**src/rtl/mips_isa_pkg.sv**
```systemverilog
// Shared MIPS ISA constants: opcode/funct maps, mnemonic codes and loader FSM states.
// Imported by the instruction encoder/loader and by the opcode control decoder.
package mips_isa_pkg;

  localparam logic [5:0] opR    = 6'h00;
  localparam logic [5:0] opJ    = 6'h02;
  localparam logic [5:0] opJal  = 6'h03;
  localparam logic [5:0] opBeq  = 6'h04;
  localparam logic [5:0] opBne  = 6'h05;
  localparam logic [5:0] opAddi = 6'h08;
  localparam logic [5:0] opAndi = 6'h0c;
  localparam logic [5:0] opOri  = 6'h0d;
  localparam logic [5:0] opLui  = 6'h0f;
  localparam logic [5:0] opLw   = 6'h23;
  localparam logic [5:0] opSw   = 6'h2b;

  localparam logic [5:0] functSll = 6'h00;
  localparam logic [5:0] functSrl = 6'h02;
  localparam logic [5:0] functJr  = 6'h08;
  localparam logic [5:0] functAdd = 6'h20;
  localparam logic [5:0] functSub = 6'h22;
  localparam logic [5:0] functAnd = 6'h24;
  localparam logic [5:0] functOr  = 6'h25;
  localparam logic [5:0] functNor = 6'h27;

  typedef enum logic [4:0] {
    mnAdd  = 5'd0,  mnSub  = 5'd1,  mnAnd  = 5'd2,  mnOr   = 5'd3,
    mnNor  = 5'd4,  mnSll  = 5'd5,  mnSrl  = 5'd6,  mnJr   = 5'd7,
    mnAddi = 5'd8,  mnOri  = 5'd9,  mnAndi = 5'd10, mnLui  = 5'd11,
    mnLw   = 5'd12, mnSw   = 5'd13, mnBeq  = 5'd14, mnBne  = 5'd15,
    mnJ    = 5'd16, mnJal  = 5'd17
  } mnemT;

  typedef enum logic [1:0] {
    stateIdle = 2'd0,
    stateLoad = 2'd1,
    stateDone = 2'd2
  } loaderStateT;

  function automatic logic [31:0] rType(input logic [4:0] rs, input logic [4:0] rt,
                                        input logic [4:0] rd, input logic [4:0] shamt,
                                        input logic [5:0] funct);
    return {opR, rs, rt, rd, shamt, funct};
  endfunction

  function automatic logic [31:0] iType(input logic [5:0] op, input logic [4:0] rs,
                                        input logic [4:0] rt, input logic [15:0] imm);
    return {op, rs, rt, imm};
  endfunction

  function automatic logic [31:0] jType(input logic [5:0] op, input logic [25:0] target);
    return {op, target};
  endfunction

endpackage

```
**src/rtl/instr_encoder_loader_pack.sv**
```systemverilog
// instr_pack: combinational packer from mnemonic plus fields to a 32-bit MIPS word.
// Illegal mnemonics produce a NOP (all zeros) and raise the illegal flag.
module instr_pack
  import mips_isa_pkg::*;
(
  input  logic [4:0]  mnem,
  input  logic [4:0]  rs,
  input  logic [4:0]  rt,
  input  logic [4:0]  rd,
  input  logic [4:0]  shamt,
  input  logic [15:0] imm,
  input  logic [25:0] target,
  output logic [31:0] word,
  output logic        illegal
);

  // NOTE: every always_comb output gets a default first so no path infers a latch.
  always_comb begin
    word    = '0;
    illegal = 1'b0;
    case (mnem)
      mnAdd:  word = rType(rs, rt, rd, shamt, functAdd);
      mnSub:  word = rType(rs, rt, rd, shamt, functSub);
      mnAnd:  word = rType(rs, rt, rd, shamt, functAnd);
      mnOr:   word = rType(rs, rt, rd, shamt, functOr);
      mnNor:  word = rType(rs, rt, rd, shamt, functNor);
      mnSll:  word = rType(rs, rt, rd, shamt, functSll);
      mnSrl:  word = rType(rs, rt, rd, shamt, functSrl);
      mnJr:   word = rType(rs, rt, rd, shamt, functJr);
      mnAddi: word = iType(opAddi, rs, rt, imm);
      mnOri:  word = iType(opOri, rs, rt, imm);
      mnAndi: word = iType(opAndi, rs, rt, imm);
      mnLui:  word = iType(opLui, 5'd0, rt, imm);
      mnLw:   word = iType(opLw, rs, rt, imm);
      mnSw:   word = iType(opSw, rs, rt, imm);
      mnBeq:  word = iType(opBeq, rs, rt, imm);
      mnBne:  word = iType(opBne, rs, rt, imm);
      mnJ:    word = jType(opJ, target);
      mnJal:  word = jType(opJal, target);
      default: illegal = 1'b1;
    endcase
  end

endmodule

```
**src/rtl/instr_encoder_loader.sv**
```systemverilog
// Streams symbolic instructions into instruction memory as packed MIPS words.
// Optional running XOR checksum of written words is enabled by LOADER_CHECKSUM_EN.
module instr_encoder_loader
  import mips_isa_pkg::*;
#(
  parameter int ADDR_W = 8,
  parameter int DEPTH  = 256
) (
  input  logic              clk,
  input  logic              reset,
  input  logic              start,
  input  logic              in_valid,
  output logic              in_ready,
  input  logic              in_last,
  input  logic [4:0]        mnem,
  input  logic [4:0]        rs,
  input  logic [4:0]        rt,
  input  logic [4:0]        rd,
  input  logic [4:0]        shamt,
  input  logic [15:0]       imm,
  input  logic [25:0]       target,
  output logic              mem_we,
  output logic [ADDR_W-1:0] mem_addr,
  output logic [31:0]       mem_wdata,
  output logic [ADDR_W:0]   word_count,
  output logic              done,
  output logic              illegal,
  output logic              full_err,
  output logic [31:0]       checksum
);

  localparam logic [ADDR_W:0] depthCount = (ADDR_W+1)'(DEPTH);

  loaderStateT     state, nextState;
  logic            accept;
  logic            sessionFull;
  logic [ADDR_W:0] countInc;
  logic [31:0]     packWord;
  logic            packIllegal;

  instr_pack u_pack (
    .mnem    (mnem),
    .rs      (rs),
    .rt      (rt),
    .rd      (rd),
    .shamt   (shamt),
    .imm     (imm),
    .target  (target),
    .word    (packWord),
    .illegal (packIllegal)
  );

  assign in_ready    = (state == stateLoad);
  assign done        = (state == stateDone);
  // start wins over a same-cycle accept; that instruction is dropped.
  assign accept      = in_valid & in_ready & ~start;
  assign countInc    = word_count + 1'b1;
  assign sessionFull = (countInc == depthCount);

  // NOTE: sequential state uses non-blocking assignments so every flop samples pre-edge values.
  always_ff @(posedge clk) begin
    if (reset) state <= stateIdle;
    else       state <= nextState;
  end

  always_comb begin
    nextState = state;
    if (start)
      nextState = stateLoad;
    else if (accept && (in_last || sessionFull))
      nextState = stateDone;
  end

  // The write pointer is the low bits of word_count; both advance together.
  always_ff @(posedge clk) begin
    if (reset) begin
      mem_we     <= 1'b0;
      mem_addr   <= '0;
      mem_wdata  <= '0;
      word_count <= '0;
      illegal    <= 1'b0;
      full_err   <= 1'b0;
    end else begin
      mem_we <= accept;
      if (start) begin
        word_count <= '0;
        illegal    <= 1'b0;
        full_err   <= 1'b0;
      end else if (accept) begin
        mem_addr   <= word_count[ADDR_W-1:0];
        mem_wdata  <= packWord;
        word_count <= countInc;
        if (packIllegal)            illegal  <= 1'b1;
        if (sessionFull && !in_last) full_err <= 1'b1;
      end
    end
  end

`ifdef LOADER_CHECKSUM_EN
  always_ff @(posedge clk) begin
    if (reset || start) checksum <= '0;
    else if (mem_we)    checksum <= checksum ^ mem_wdata;
  end
`else
  assign checksum = '0;
`endif

endmodule

```
**config.mk**
```make
export PLATFORM = sky130hd
export DESIGN_NAME = instr_encoder_loader
export DESIGN_NICKNAME = d
export VERILOG_FILES = /design/src/rtl/mips_isa_pkg.sv /design/src/rtl/instr_encoder_loader_pack.sv /design/src/rtl/instr_encoder_loader.sv
export SDC_FILE = /design/constraint.sdc
export NUM_CORES = 1
export LEC_CHECK = 0
export ABC_CLOCK_PERIOD_IN_PS = 2900
export CAP_MARGIN = 5
export CORE_AREA = 2 2 110 70
export DETAILED_ROUTE_END_ITERATION = 10
export DIE_AREA = 0 0 112 72
export PLACE_DENSITY = 0.95
export SLEW_MARGIN = 25
export SYNTH_ARGS = -nofsm -noshare
export SYNTH_HDL_FRONTEND = slang
export SYNTH_SLANG_ARGS = --single-unit
```
**constraint.sdc**
```tcl
create_clock -name clk -period 2.9 [get_ports clk]
set_clock_uncertainty 0.2 [all_clocks]
set_input_delay 0.58 -clock clk [delete_from_list [all_inputs] [get_ports clk]]
set_output_delay 0.58 -clock clk [all_outputs]
set_load 0.05 [all_outputs]
```
==> out/metrics.yaml <==
cts_root_buf: "clkbuf_16"
setup.worst_path.class: "flop to output pin"
cpPeakStageDelay_ps: 880
fill_cells: 624
critPathCapture: "word_count[5]"
seq_area_mm2: 0.00106
cts_hold_buf: 0
layout.nets: 541
maxCapViolations: 0
r2r_cells: 6
hold_viol: 0
final_core_util_pct: 60.1
initial_core_util_pct: 40.8
power_switching_uw: 545
p_comb_share_pct: 22.2
drt_iter0_markers: 236
relSlewSlack_pct: 64.5
path_clk_slew_ps: 70
postCtsSetupBuffers: 0
p_seq_share_pct: 39.0
portBuffers: 124
die_h_um: 72
firstDrtPassIters: 4
hold_class: "flop to flop"
final_cell_count_no_fill: 559
crit_family: "buffers and inverters"
worstSkewPairLatency_ps: 280
h-tree-depth: 2
synth_top_area_share_pct: 37.0
dp_cells: 551
syn_avg_cell_area_um2: 8.12
cts_buffers: 5
die_area_mm2: 0.00806
areaGrowthSynthToFinish_pct: 47.2
swShare_pct: 28.0
cts.path.max_buffers: 2
critPathLaunchType: "flop"
grt_antenna_before_repair: 0
wl_per_cell_um: 14.8
worst_pin_slew_ps: 531
ant_nets: 0
post_cts_resized: 0
synthFlopType: "dfxtp_1"
vias_per_cell: 5.05
ff2ff_setup_slack_ps: 710
ys_async_sr_fraction_pct: 0
p_int_mw: 1.40
multi_input_area_mm2: 0.00151
dpl-instance-area_mm2: 0.00403
dp_hpwl_um: 6370
hp-start: "mem_addr[4]$_SDFFE_PP0P_"
ys_ff_latch: 53
worstSetupEndpointType: "output pin"
total_power_mw: 1.95
placementRows: 24
grt_overflow: 0
cp.arrival_ps: 1700
setup_viol: 0
core_mm2: 0.00703
fin_area_mm2: 0.00422
cp_max_fo: 7
finalCritPeriodShare_pct: 85.7
diodes: 0
grt_pass1_vias: 2661
drc: 0
synth-edff-count: 0
seq_area_frac_synth_pct: 37.0
report.final.slew_viol_count: 0
max_freq_mhz: 402
finalSetupTns_ps: 0
r2r-start: "word_count[0]$_SDFFE_PP0P_"
crit_buf_inv: 1
ir_drop_uv: 349
dr_total_vias: 2825
hold_depth: 2
crit_cells: 1
postSynthCellCount: 353
cellPowerDensity_mw_per_mm2: 461
layout-drive-gt1-share_pct: 5.98
rr_endpoint: "state[0]$_SDFFE_PP0P_"
track_usage_pct: 19.1
required_ps: 2120
die_w_um: 112
period_needed_ps: 2480
yosysTopAreaCell: "dfxtp_1"
syn_area_mm2: 0.00287
cp_cell_sequence: "clkdlybuf4s50_1"
tritoncts: "yes"
synth.distinct_cells: 49
wirelength_um: 8290
synth.area.top_cells: "dfxtp_1 37%, buf_4 9.7%, nor2_1 7.3%, nor3_1 4.4%, mux2i_1 4.2%"
crit_path_start: "word_count[5]$_SDFFE_PP0P_"
leakage_nw: 1.56
grt_setup_unrepaired: "false"
place.gp.congestion: 0.838
cp_slowest_cell: "clkdlybuf4s50_1"
yosysWarnings: 0
grt_first_pass_wirelength_um: 12700
ioPinCount: 158
grt_max_degree: 29
pwr-share-clk_pct: 38.9
cts.sinks: 53
outcome: "finished, final reports clean"
==> cell families (layout without fill, tap and decap cells) <==
| group | Yosys count | count (layout) | share of synthesized area [%] |
|---|---|---|---|
| xor+xnor | 8 | 8 | 2.44 |
| buf+inv | 63 | 146 | 14.7 |
| fa+ha+maj | 2 | 2 | 0.872 |
| other cells | 1 | 33 | 0.131 |
| mux | 13 | 13 | 4.58 |
| compound gates | 68 | 68 | 16.3 |
| simple gates | 145 | 145 | 24.0 |
| flops | 53 | 53 | 37.0 |
==> Yosys cell counts, types with 4 or more instances <==
cell type,number
a211oi_1,13
a21oi_1,21
a221oi_1,6
a311oi_1,7
buf_2,6
buf_4,37
buf_6,5
clkbuf_1,10
dfxtp_1,53
inv_1,4
mux2i_1,12
nand2_1,31
nand3_1,5
nor2_1,56
nor2b_1,10
nor3_1,25
o21ai_0,8
xor2_1,7
==> cell type report <==
class / count / share of cell area [%]
clock buffers: 5 / 2.96
repair buffers: 134 / 31.5
flip-flops and latches: 53 / 25.1
multi-input cells: 269 / 35.8
well taps: 91 / 2.70
inverters: 4 / 0.356
clock inverters: 3 / 1.54
==> worst min path at each step <==
stage,endpoint,slack (ps)
2_1_floorplan,state[1]$_SDFFE_PP0P_,320
3_3_place_gp,mem_addr[5]$_SDFFE_PP0P_,240
3_5_place_dp,mem_addr[7]$_SDFFE_PP0P_,250
4_1_cts,mem_addr[7]$_SDFFE_PP0P_,260
5_1_grt,mem_addr[2]$_SDFFE_PP0P_,280
6_report,mem_addr[4]$_SDFFE_PP0P_,260
==> tightest hold or removal path: cells and delay by family (launching register included) <==
kind | cells | cell delay, ps
compound gates | 1 | 50
flops | 1 | 310
simple gates | 1 | 50
==> through the flow <==
| stage | hold slack, ps | setup slack [ps] |
|---|---|---|
| 6_report | 256 | 415 |
| 4_1_cts | 259 | 413 |
| 3_5_place_dp | 249 | 293 |
| 3_3_place_gp | 243 | 383 |
| 5_1_grt | 277 | 379 |
| 2_1_floorplan | 321 | 601 |
==> flip-flops by register name, summed over array words and instances, names as in the netlist <==
name / cells
full_err: 1
illegal: 1
mem_addr: 8
mem_wdata: 31
mem_we: 1
state: 2
word_count: 9
==> layer usage <==
metal,track usage [%],vias up,wire length (um)
li1,-,1380,-
met1,24.1,1333,3630
met2,33.5,106,3980
met3,4.68,6,602
met4,4.88,0,78
met5,0,-,0
==> cell usage in the layout, fill, tap and decap left out, types with 2 or more instances in the layout <==
master,n
or3_1,2
dfxtp_1,53
bufinv_16,2
conb_1,33
a311oi_1,7
inv_1,4
a221oi_1,6
mux2i_1,12
nor3_1,25
a21oi_1,21
a211oi_1,13
clkdlybuf4s50_1,124
and2_1,2
nor2_1,55
a31oi_1,2
nand2_1,31
clkbuf_16,5
nor2b_1,10
nand3_1,5
buf_4,9
ha_1,2
o21ai_0,8
nand4_1,2
o31ai_1,2
xor2_1,7
==> power groups by stage <==
| stage | registers, mW | clock network (mW) | logic [mW] |
|---|---|---|---|
| after floorplan | 0.837 | 0 | 0.241 |
| after global placement | 0.774 | 0 | 0.423 |
| after detailed placement | 0.775 | 0 | 0.429 |
| after CTS | 0.758 | 0.774 | 0.431 |
| after global routing | 0.760 | 0.801 | 0.455 |
| final | 0.759 | 0.757 | 0.431 |
No activity file was read; power rests on OpenSTA's default activity.
